### src/rtl/axi_ost_slot_ctrl.sv
// Outstanding-slot controller: allocates free slots to requests, records completions, and
// returns completed head-of-queue slots round-robin, one grant per two cycles at most.
module axi_ost_slot_ctrl #(
    parameter int OST_DEPTH = 16,
    parameter int ID_WIDTH  = 4,
    localparam int PTR_W    = $clog2(OST_DEPTH + 1),
    localparam int IDX_W    = (OST_DEPTH > 1) ? $clog2(OST_DEPTH) : 1
) (
    input  logic                 clk,
    input  logic                 rst_n,
    input  logic                 s_req_valid,
    input  logic [ID_WIDTH-1:0]  s_req_id,
    output logic                 s_req_ready,
    output logic [PTR_W-1:0]     alloc_ptr,
    input  logic                 cpl_valid,
    input  logic [PTR_W-1:0]     cpl_ptr,
    input  logic [OST_DEPTH-1:0] head_bits,
    output logic                 rd_valid,
    output logic [PTR_W-1:0]     rd_ptr,
    output logic [ID_WIDTH-1:0]  rd_id,
    input  logic                 rd_ready,
    output logic [PTR_W-1:0]     ost_cnt,
    output logic                 cpl_err
);

    typedef enum logic {S_IDLE, S_ISSUE} state_t;

    state_t                r_state;
    state_t                w_state_nxt;
    logic [OST_DEPTH-1:0]  r_valid;
    logic [OST_DEPTH-1:0]  r_done;
    logic [ID_WIDTH-1:0]   r_id [OST_DEPTH];
    logic [IDX_W-1:0]      r_rr;
    logic                  r_rd_valid;
    logic [IDX_W-1:0]      r_rd_idx;
    logic [ID_WIDTH-1:0]   r_rd_id;
    logic [PTR_W-1:0]      r_cnt;
    logic                  r_err;

    logic [IDX_W-1:0]      w_alloc_idx;
    logic                  w_alloc;
    logic [IDX_W-1:0]      w_cpl_idx;
    logic                  w_cpl_ok;
    logic [OST_DEPTH-1:0]  w_elig;
    logic                  w_pick_vld;
    logic [IDX_W-1:0]      w_pick;
    logic                  w_load;
    logic                  w_free;

    always_comb begin
        w_alloc_idx = '0;
        for (int i = OST_DEPTH - 1; i >= 0; i--) begin
            if (!r_valid[i]) w_alloc_idx = IDX_W'(i);
        end
    end

    assign s_req_ready = ~&r_valid;
    assign alloc_ptr   = PTR_W'(w_alloc_idx);
    assign w_alloc     = s_req_valid && s_req_ready;

    // A completion is legal only for an occupied, not-yet-done slot as seen at cycle start.
    assign w_cpl_idx = cpl_ptr[IDX_W-1:0];
    assign w_cpl_ok  = cpl_valid && (cpl_ptr < PTR_W'(OST_DEPTH)) &&
                       r_valid[w_cpl_idx] && !r_done[w_cpl_idx];

    assign w_elig = r_valid & r_done & head_bits;

    // Scan downward from the farthest candidate so the nearest one after r_rr wins.
    always_comb begin
        logic [IDX_W-1:0] w_idx;
        w_idx      = '0;
        w_pick_vld = 1'b0;
        w_pick     = '0;
        for (int i = OST_DEPTH; i >= 1; i--) begin
            w_idx = IDX_W'((int'(r_rr) + i) % OST_DEPTH);
            if (w_elig[w_idx]) begin
                w_pick_vld = 1'b1;
                w_pick     = w_idx;
            end
        end
    end

    always_comb begin
        w_state_nxt = r_state;
        w_load      = 1'b0;
        w_free      = 1'b0;
        case (r_state)
            S_IDLE: begin
                if (w_pick_vld) begin
                    w_load      = 1'b1;
                    w_state_nxt = S_ISSUE;
                end
            end
            S_ISSUE: begin
                if (rd_ready) begin
                    w_free      = 1'b1;
                    w_state_nxt = S_IDLE;
                end
            end
            default: w_state_nxt = S_IDLE;
        endcase
    end

    always_ff @(posedge clk or negedge rst_n) begin
        if (!rst_n) r_state <= S_IDLE;
        else        r_state <= w_state_nxt;
    end

    // Alloc, completion and free never hit the same slot in one cycle, so their writes are disjoint.
    always_ff @(posedge clk or negedge rst_n) begin
        if (!rst_n) begin
            r_valid <= '0;
            r_done  <= '0;
            for (int i = 0; i < OST_DEPTH; i++) r_id[i] <= '0;
        end else begin
            if (w_alloc) begin
                r_valid[w_alloc_idx] <= 1'b1;
                r_done[w_alloc_idx]  <= 1'b0;
                r_id[w_alloc_idx]    <= s_req_id;
            end
            if (w_cpl_ok) r_done[w_cpl_idx] <= 1'b1;
            if (w_free) begin
                r_valid[r_rd_idx] <= 1'b0;
                r_done[r_rd_idx]  <= 1'b0;
            end
        end
    end

    always_ff @(posedge clk or negedge rst_n) begin
        if (!rst_n) begin
            r_rr       <= IDX_W'(OST_DEPTH - 1);
            r_rd_valid <= 1'b0;
            r_rd_idx   <= '0;
            r_rd_id    <= '0;
            r_cnt      <= '0;
            r_err      <= 1'b0;
        end else begin
            if (w_load) begin
                r_rd_valid <= 1'b1;
                r_rd_idx   <= w_pick;
                r_rd_id    <= r_id[w_pick];
            end else if (w_free) begin
                r_rd_valid <= 1'b0;
                r_rr       <= r_rd_idx;
            end
            case ({w_alloc, w_free})
                2'b10:   r_cnt <= r_cnt + 1'b1;
                2'b01:   r_cnt <= r_cnt - 1'b1;
                default: r_cnt <= r_cnt;
            endcase
            if (cpl_valid && !w_cpl_ok) r_err <= 1'b1;
        end
    end

    assign rd_valid = r_rd_valid;
    assign rd_ptr   = PTR_W'(r_rd_idx);
    assign rd_id    = r_rd_id;
    assign ost_cnt  = r_cnt;
    assign cpl_err  = r_err;

endmodule
### config.mk
export PLATFORM = sky130hd
export DESIGN_NAME = axi_ost_slot_ctrl
export DESIGN_NICKNAME = d
export VERILOG_FILES = /design/src/rtl/axi_ost_slot_ctrl.sv
export SDC_FILE = /design/constraint.sdc
export NUM_CORES = 1
export LEC_CHECK = 0
export ABC_CLOCK_PERIOD_IN_PS = 7170
export CAP_MARGIN = 40
export CORE_ASPECT_RATIO = 0.7
export CORE_MARGIN = 2
export CORE_UTILIZATION = 50
export DETAILED_ROUTE_END_ITERATION = 8
export GPL_TIMING_DRIVEN = 0
export PLACE_DENSITY = 0.69
export SLEW_MARGIN = 0
export SYNTH_ARGS = -nofsm -noshare
export SYNTH_HDL_FRONTEND = slang
export SYNTH_SLANG_ARGS = --single-unit
export TNS_END_PERCENT = 10
### constraint.sdc
create_clock -name clk -period 7.17 [get_ports clk]
set_clock_uncertainty 0.05 [all_clocks]
set_input_delay 1.434 -clock clk [delete_from_list [all_inputs] [get_ports clk]]
set_output_delay 1.434 -clock clk [all_outputs]
set_load 0.1 [all_outputs]
Word level (Yosys, flattened, before mapping)

Cells that the tools add are included.

Output and inout bits: 22
Flip-flop bits (word level): 116

Multiplexer cells: 110
Bitwise operators: 13
Equality and inequality tests: 2
Reductions and logical operators: 16
$add $sub $neg: 18
Order comparisons: 26

Operators by type and width:

| cell                  | count |
|---|---|
| $mux W4               | 35 |
| $lt A4 B5 Y1 const B  | 19 |
| $and A16 B16 Y16      | 5 |
| $mux W16              | 5 |
| $bmux W1 S4           | 18 |
| $bwmux W64            | 1 |
| $mux W1               | 44 |
| $add A4 B4 Y4 const B | 8 |
| $not A16 Y16          | 2 |
| $or A16 B16 Y16       | 2 |
| $add A4 B3 Y4 const B | 4 |
| $bmux W4 S4           | 1 |
| $demux W4 S4          | 1 |
| $reduce_and A16 Y1    | 1 |
| $demux W1 S4          | 3 |
| $ge A4 B1 Y1 const B  | 3 |
| $ge A5 B5 Y1 const B  | 2 |
| $not A4 Y5            | 2 |
| $pmux W5 S2           | 1 |
| $logic_and A1 B1 Y1   | 9 |
| $add A4 B1 Y4 const B | 2 |
| $add A4 B2 Y4 const B | 2 |
| $add A5 B1 Y5 const B | 1 |
| $lt A5 B1 Y1 const B  | 1 |
| other kinds (9)       | 13 |

Longest topological paths before layout

Depth after elaboration: 27
Mapped depth: 21
Gate-level depth less buffers: 14

Worst setup path after synthesis

OpenSTA, ideal clock, no wires.

Path kind: flip-flop to output port
Start point: reg r_valid[15]
End point: out alloc_ptr[0]
Slack: 2.010 ns
Stages on the path, launching flop included: 9
Arrival time: 3.676 ns
Path through: dfrtp_1 > nand2b_1 > a21oi_1 > o21ai_0 > a21boi_0 > o21ai_0 > a21boi_0 > o21ai_0 > a21boi_0

Cells in the longest elaborated chain, start to end: 16

RTL lines:

| item                             | line | RTL |
|---|---|---|
| start: declaration               | 30   | `logic [OST_DEPTH-1:0] r_valid;` |
| start signal: assignment         | 112  | `r_valid <= '0;` |
| start signal: indexed assignment | 117  | `r_valid[w_alloc_idx] <= 1'b1;` |
| start signal: indexed assignment | 123  | `r_valid[r_rd_idx] <= 1'b0;` |
| $mux W4 (16 in series)           | 53   | `if (!r_valid[i]) w_alloc_idx = IDX_W'(i);` |
| end: declaration                 | 14   | `output logic [PTR_W-1:0] alloc_ptr,` |

Every way passes these cells.

Worst setup path in the final report

Start point: reg r_rr[0]
End point: reg r_rd_id[1], in the netlist rd_id[1]

Cells in the longest elaborated chain, start to end: 23
Elaborated cells between the ends (all ways): 86
Those cells by class: add/sub: 16; mux: 69; bitwise: 1

RTL lines:

| item                                        | line | RTL |
|---|---|---|
| start: declaration                          | 33   | `logic [IDX_W-1:0] r_rr;` |
| start signal: assignment                    | 131  | `r_rr <= IDX_W'(OST_DEPTH - 1);` |
| start signal: assignment                    | 144  | `r_rr <= r_rd_idx;` |
| $add A4 B1 Y4                               | 75   | `w_idx = IDX_W'((int'(r_rr) + i) % OST_DEPTH);` |
| $bmux W1 S4                                 | 76   | `if (w_elig[w_idx]) begin` |
| $mux W1 (implied by the code)               | 76   |  |
| $mux W4 (16 in series)                      | 76   |  |
| $not A4 Y5 (implied by the code)            | 141  | `r_rd_id <= r_id[w_pick];` |
| $bmux W4 S4                                 | 141  |  |
| $mux W4 (implied by the code) (2 in series) | 141  |  |
| end signal: assignment                      | 141  |  |
| end: declaration                            | 36   | `logic [ID_WIDTH-1:0] r_rd_id;` |

Several ways; a longest one is shown, not always the timed one. The select of a mux whose other input is x is not followed.
A chain may end at the register's enable or synchronous reset.

==> results.json <==
{
  "cts.sinks": 116,
  "start_kind": "flop",
  "wirelength_mm": 31.0,
  "cts-hold-fix-buffers": 0,
  "ys_seq_area_share_pct": 32.3,
  "layout.cells.non_filler": 1244,
  "endpoint": "rd_id[1]$_DFFE_PN0P_",
  "placed_cells": 1213,
  "grt_usage_pct": 33.0,
  "synth.distinct_cells": 100,
  "fmax_mhz": 162,
  "drcViolationCount": 0,
  "cts_buffers": 17,
  "antenna_cells": 0,
  "drv_cap": 0,
  "synth_edf_count": 0,
  "htreeDepth": 4,
  "async_reset_ff_share_pct": 100,
  "setup_viol": 0,
  "drt_iter0_drc": 1154,
  "vias_per_cell": 6.71,
  "utilization_pct": 60.1,
  "die_area_um2": 19100,
  "yosys_register_bits": 116,
  "avgSynthCellArea_um2": 9.97,
  "post-route-period-util_pct": 86.1,
  "boundaryPins": 52,
  "vias": 8343,
  "fp.dieW_um": 164,
  "clkLatencyLatePin_ps": 410,
  "setup_slack_ps": 999,
  "status": "completed",
  "place.gp.congestion": 0.992,
  "synth-main-ff-cell": "dfrtp_1",
  "cp_num_buf_inv": 8,
  "relSlewSlack_pct": 38.8,
  "dp_hpwl_mm": 23.4,
  "grt_overflow": 0,
  "syn_area_um2": 9010,
  "cp.depth": 21,
  "worstPathCellList": "buf_6, inv_2, buf_1, buf_2, ha_1, clkbuf_2, buf_2, buf_2, nand4_1, o2111ai_1, nand4_1, nor2_1, a21oi_1, o21ai_0, a21oi_1, o31ai_1, nand2_2, buf_2, mux2i_1, a22oi_1, o21ai_1",
  "post_cts_resized": 0,
  "rsz0062_at_grt": "false",
  "clk_path_buf_depth": 2,
  "reg2reg_slack_ps": 1000,
  "grt_max_degree": 79,
  "max_stage_delay_ps": 530,
  "fin_tns_setup_ps": 0,
  "grt_first_pass_wirelength_mm": 46.9,
  "synth_top_area_share_pct": 31.1,
  "firstDrtPassIters": 6,
  "cpMaxStageDelayCell": "buf_1",
  "crit_type": "reg2reg",
  "mostFrequentLayoutCells": "dfrtp_1 (112), mux2i_1 (77), nor2_1 (73), mux2_2 (73), nand2_1 (51)",
  "cp_max_fo": 10,
  "place_ws_ps": 1290,
  "crit_path_frequent_cell": "buf_2",
  "reg2regPathDepth": 21,
  "drive_above_1_share_pct": 22.8,
  "cts-root-buf": "clkbuf_16",
  "reg2reg_from": "r_rr[0]$_DFFE_PN1P_",
  "cts.clk_slew.worst_paths_ps": 60,
  "grt_pass1_vias": 7766,
  "holdCritPathClass": "reg2reg",
  "numPortBuffers": 48,
  "start_util_pct": 50.5,
  "core_um2": 17900,
  "synth_top_cell_by_area": "dfrtp_1",
  "crit_family": "buffers and inverters",
  "wire_per_inst_um": 24.9,
  "syn_inst": 903,
  "final_common_cell": "dfrtp_1",
  "fp-row-count": 41,
  "tightest_slew_ps": 911,
  "ys_warn_count": 0,
  "drv_slew": 0,
  "area.growth.synth_to_final_pct": 19.2,
  "end_kind": "flop",
  "ys_top_cells_by_area": "dfrtp_1 (31%), mux2_2 (9.1%), mux2i_1 (8.6%), mux4_2 (7.3%), nor2_1 (3.0%)",
  "reg2reg_to": "rd_id[1]$_DFFE_PN0P_",
  "startpoint": "r_rr[0]$_DFFE_PN1P_",
  "die_h_um": 116,
  "hold_viol": 0,
  "post_cts_buffers": 0,
  "antenna_found_initial": 1,
  "arrival_ps": 6450,
  "layout.nets": 1038,
  "antenna_left": 0,
  "cts_tree": "built",
  "critPathRequiredTime_ps": 7450,
  "finalCriticalPeriod_ps": 6170
}
-- final cells by class --
class	count	area, um2
buffer	54	355
fill	1476	7120
tap	236	295
sequential	116	2910
multi-input combinational	698	5610
clock buffer	24	502
clock inverter	7	96.3
timing repair buffer	73	832
inverter	36	135
-- state kept, by name, indices dropped and copies added, names as in the netlist --
register and flops:
r_id 64, r_rd_idx 4, cpl_err 1, rd_id 4
r_valid 16, r_done 16, r_rr 4, r_state 1
ost_cnt 5, rd_valid 1
-- per-stage QoR --
stage / instance area (um2) / hold slack (ps)
after floorplan: 9010 / 429
after global placement: 9790 / 402
after detailed placement: 10100 / 407
after CTS: 10700 / 423
after global routing: 10700 / 435
final: 10700 / 420
-- how the worst min path moves through the flow --
stage                             start             endpoint  slack [ps]  cells after the start
finish              cpl_err$_DFFE_PN0P_  cpl_err$_DFFE_PN0P_         420                      1
global route        cpl_err$_DFFE_PN0P_  cpl_err$_DFFE_PN0P_         430                      1
CTS                 cpl_err$_DFFE_PN0P_  cpl_err$_DFFE_PN0P_         420                      1
detailed placement  cpl_err$_DFFE_PN0P_  cpl_err$_DFFE_PN0P_         410                      1
global placement    cpl_err$_DFFE_PN0P_  cpl_err$_DFFE_PN0P_         400                      1
floorplan           r_id[0]$_DFFE_PN0P_  r_id[0]$_DFFE_PN0P_         430                      1
-- worst reg2reg max path, stage by stage (launching register included) --
cell and delay, ps:
dfstp_2 370, buf_6 140, inv_2 190, buf_1 530
buf_2 450, ha_1 250, clkbuf_2 320, buf_2 310
buf_2 260, nand4_1 120, o2111ai_1 120, nand4_1 410
nor2_1 410, a21oi_1 60, o21ai_0 260, a21oi_1 140
o31ai_1 410, nand2_2 280, buf_2 330, mux2i_1 340
a22oi_1 170, o21ai_1 170
-- layer usage --
metal / up-vias / track usage (%) / share of wire [%]
li1: 3644 / - / -
met1: 4141 / 50.0 / 46
met2: 507 / 44.7 / 40
met3: 51 / 11.9 / 13
met4: 0 / 7.77 / 1.4
met5: - / 0 / 0
-- cells in the mapped netlist (all sizes together), types with 29 or more instances --
cell type,number
o21ai,39
mux2i,78
inv,34
nand2,52
nand4,29
nor2,73
a21oi,43
buf,29
mux2,74
nand3,34
mux4,30
dfrtp,112
-- kinds of logic (layout without fill, tap and decap cells) --
group	count (synthesis)	count (layout)	synth area share [%]
other	1	2	0.0416
and+or+nand+nor	282	282	16.7
buffers and inverters	90	194	5.45
adders and majority gates	12	12	1.75
DFF	116	116	32.3
muxes	182	182	25.5
AOI/OAI and AO/OA	200	200	15.8
xor gates and xnor gates	20	20	2.49
Power is not shown: default switching activity piles up to over one toggle a cycle in this logic, so the estimate is an artifact.
==> RTL change 1, RTL diff (same flow settings) <==
Put one more register stage on the output `ost_cnt`, cleared by the reset. The value now appears one clock later. The other outputs are not delayed to match.
--- a/src/rtl/axi_ost_slot_ctrl.sv
+++ b/src/rtl/axi_ost_slot_ctrl.sv
@@ -155,7 +155,13 @@
     assign rd_valid = r_rd_valid;
     assign rd_ptr   = PTR_W'(r_rd_idx);
     assign rd_id    = r_rd_id;
-    assign ost_cnt  = r_cnt;
+    always_ff @(posedge clk or negedge rst_n) begin
+        if (!rst_n) begin
+            ost_cnt <= '0;
+        end else begin
+            ost_cnt <= r_cnt;
+        end
+    end
     assign cpl_err  = r_err;
 
 endmodule
Function: not settled (the Yosys comparison gave no result); the edit may change what the design does.
==> RTL change 1 against the unedited design <==
Critical path depth decreased by 3. Global-route usage decreased by 0.52 points. Fmax decreased by 0.67%. Die area decreased by 2.8%. Sequential cell count increased by 5. First-iteration DRC count increased by 3.6%. Final area decreased by 1.9%. Non-clock buffer count increased by 1. Synthesized area decreased by 2.9%. Setup slack got worse by 0.042 ns. Routed wire length decreased by 5.6%. Critical endpoint unchanged. Synthesized cell count increased by 2.8%.
Power is not shown: default switching activity piles up to over one toggle a cycle in this logic, so the estimate is an artifact.
==> RTL change 1: results (changes against the unedited design) <==
n_fill_cell: 1449  # -1.8%
placed_area_um2: 9870  # -2.6%
nNetsFinal: 1064  # +2.5%
grt_max_degree: 87  # +10%
cts_sinks: 121  # +4.3%
grt_pass1_vias: 7780  # +0.18%
muxShareOfSynthArea_pct: 17.7  # -7.8 points
critPathCapture: "rd_id[1]$_DFFE_PN0P_"
inv_count: 35  # -2.8%
ys_top_cells_by_area: "dfrtp_1 (33%), mux2_2 (9.1%), mux4_2 (4.6%)"
yosys.cell_types.count: 89  # -11%
synth_area_um2: 8740  # -2.9%
grt_pass1_wl_um: 46000  # -1.9%
netlist_instances: 928  # +2.8%
whs_path_depth: 0  # -1
crit_path_max_incr_delay_ns: 0.67  # +0.14 ns
cts_setup_buffers: 0  # unchanged
reg2regPathDepth: 18  # -14%
gp_congestion: 1.01  # +1.5%
drive_gt1_share_pct: 20.1  # -2.7 points
multiInputGateArea_um2: 5320  # -5.3%
n_clock_buffer: 17  # -29%
synth_common_cells: "dfrtp_1 (117), nor2_1 (75), mux2_2 (71), nand2_1 (58), o21ai_0 (52)"
synth_xor_area_share_pct: 2.19  # -0.30 points
slew_headroom_pct: 37.4  # -1.4 points
drt_iter0_drc: 1196  # +3.6%
via_per_inst: 6.62  # -1.3%
track_usage_pct: 32.5  # -0.52 points
synth-compound-area-share_pct: 19.6  # +3.8 points
synth_fa_ha_area_share_pct: 1.80  # +0.053 points
layout.nonclk_buf_share_pct: 10.5  # -0.57 points
cp_top_family: "compound AO/OA/AOI/OAI gates"
preCtsSetupSlack_ns: 1.21  # -0.0808 ns
arrival_ns: 6.49  # +0.04 ns
seq_share_pct: 28.8  # +1.7 points
multi_input_area_share_pct: 50.5  # -1.8 points
cpMaxStageDelayCell: "dfstp_2"
placed_cells: 1233  # +1.6%
n_all_buffers: 128  # +0.79%
antenna_found_initial: 0  # -1
clockNetworkAreaShare_pct: 6.18  # +0.61 points
multi_input_comb_cells: 719  # +3.0%
status: "finished clean"
synth_seq_area_share_pct: 34.7  # +2.4 points
final_cells: 1266  # +1.8%
hold_path_startpoint: "r_cnt[4]$_DFFE_PN0P_"
hold_slack_ns: 0.348  # -0.0725 ns
RTL change 1: cell types whose count changed in the layout (fill, tap and decap cells not counted), moves of 9 or more:
| cell | unedited run | this run |
|---|---|---|
| a21oi_1 | 42 | 51 |
| o211ai_1 | 9 | 24 |
| clkbuf_8 | 9 | 0 |
| o21ai_0 | 35 | 52 |
| nand4_1 | 27 | 46 |
| mux4_2 | 29 | 18 |
| mux2i_1 | 77 | 26 |
RTL change 1: routing by layer:
| metal | routed length, um | GRT usage (%) | vias up |
|---|---|---|---|
| met2 | 12200 | 46.3 | 523 |
| met4 | 455 | 6.73 | 0 |
| met5 | 0 | 0 | - |
| met1 | 13100 | 48.8 | 4080 |
| li1 | - | - | 3727 |
| met3 | 3490 | 9.74 | 51 |
==> RTL change 2, RTL diff (same flow settings) <==
Made on the original files. `OST_DEPTH`: 16 -> 32.
--- a/src/rtl/axi_ost_slot_ctrl.sv
+++ b/src/rtl/axi_ost_slot_ctrl.sv
@@ -1,7 +1,7 @@
 // Outstanding-slot controller: allocates free slots to requests, records completions, and
 // returns completed head-of-queue slots round-robin, one grant per two cycles at most.
 module axi_ost_slot_ctrl #(
-    parameter int OST_DEPTH = 16,
+    parameter int OST_DEPTH = 32,
     parameter int ID_WIDTH  = 4,
     localparam int PTR_W    = $clog2(OST_DEPTH + 1),
     localparam int IDX_W    = (OST_DEPTH > 1) ? $clog2(OST_DEPTH) : 1
Interface: changed (5 resized); port bits go from 52 to 72. No check against the original RTL was run, so the function may have changed too.
==> RTL change 2 against the unedited design <==
Fmax shrank 14%. Setup slack lost 0.97 ns. Routed wire length grew to 3.1 times the old value. Global-route usage grew 14 points. Count of clock-buffer cells in the layout grew 3. Synthesized area grew 120%. Sequential cell count grew 99. Final area grew 110%. Via count grew to 2.5 times the old value. Critical path type unchanged. Critical endpoint is now rd_id[2]$_DFFE_PN0P_. Highest routed layer is now met5.
Power is left out: the tool's default activity adds up to more than one toggle a clock period on the data nets, which glitch-free logic cannot reach.
==> RTL change 2: results (changes against the unedited design) <==
grt_pass1_vias: 19600  # +150%
h-tree-depth: 1  # -3
hold_slack_ns: 0.423  # +0.00294 ns
portBuffers: 66  # +38%
dr_total_vias: 21200  # +150%
track_usage_pct: 46.8  # +14 points
ff2ff_setup_slack_ns: 0.03  # -0.97 ns
cts_setup_buffers: 19  # +19
cts_resized: 20  # +20
status: "finished clean"
gp_congestion: 1.10  # +11%
reg2regPathDepth: 27  # +29%
grt_max_degree: 121  # +53%
n_fill_cell: 3221  # +120%
synth_fa_ha_area_share_pct: 1.20  # -0.55 points
synth_common_cells: "dfrtp_1 (210), nand2_1 (197), mux2_2 (148), nor2_1 (144), mux2i_1 (133)"
muxShareOfSynthArea_pct: 26.1  # +0.62 points
drive_gt1_share_pct: 22.0  # -0.83 points
top_regs: "r_id: 128 flops, r_done: 32 flops, r_valid: 32 flops"
ys_top_cells_by_area: "dfrtp_1 (27%), mux4_2 (10%), mux2_2 (8.6%)"
clk_latency_ns: 0.53  # +0.12 ns
wl_met1_um: 38000  # +170%
hpwl_um: 73700  # +210%
grt_pass1_wl_um: 136000  # +190%
top_layer: "met5"
cts_buffers: 19  # +2
drt_iter0_drc: 3844  # +230%
clockBufferDepth: 3  # +1
dr.pass1.iters: 7  # +1
cpMaxStageDelayCell: "mux4_2"
yosys.cell_types.count: 98  # -2.0%
via_per_inst: 7.53  # +12%
synth-compound-area-share_pct: 19.3  # +3.5 points
synth_seq_area_share_pct: 27.7  # -4.6 points
wl_met2_um: 37200  # +200%
fin_crit_sh_pct: 99.6  # +13 points
netlist_instances: 2104  # +130%
placed_area_um2: 21400  # +110%
==> RTL change 2: final cells by class <==
class / count / area share, %
repair buffers: 151 / 6.98
inverters: 53 / 0.914
flip-flops and latches: 215 / 23.9
well taps: 527 / 2.92
clock inverters: 5 / 0.382
plain buffers: 162 / 4.12
diodes: 2 / 0.0222
clock buffers: 27 / 2.42
multi-input cells: 1675 / 58.4
==> RTL change 2: kinds of logic (layout without fill, tap and decap cells) <==
| kind of cell | after synthesis | count (layout) |
|---|---|---|
| buf+inv | 215 | 398 |
| mux | 378 | 378 |
| xor+xnor | 38 | 38 |
| compound gates | 531 | 531 |
| flops | 215 | 215 |
| fa+ha+maj | 18 | 18 |
| other cells | 1 | 4 |
| simple gates | 708 | 708 |
==> RTL change 2: routing by layer <==
metal  global-route usage, %  vias to the layer above
met3                    23.3                      336
met5                       0                        -
met1                    65.7                    10400
met4                    12.4                        8
met2                    63.0                     1964
li1                        -                     8464
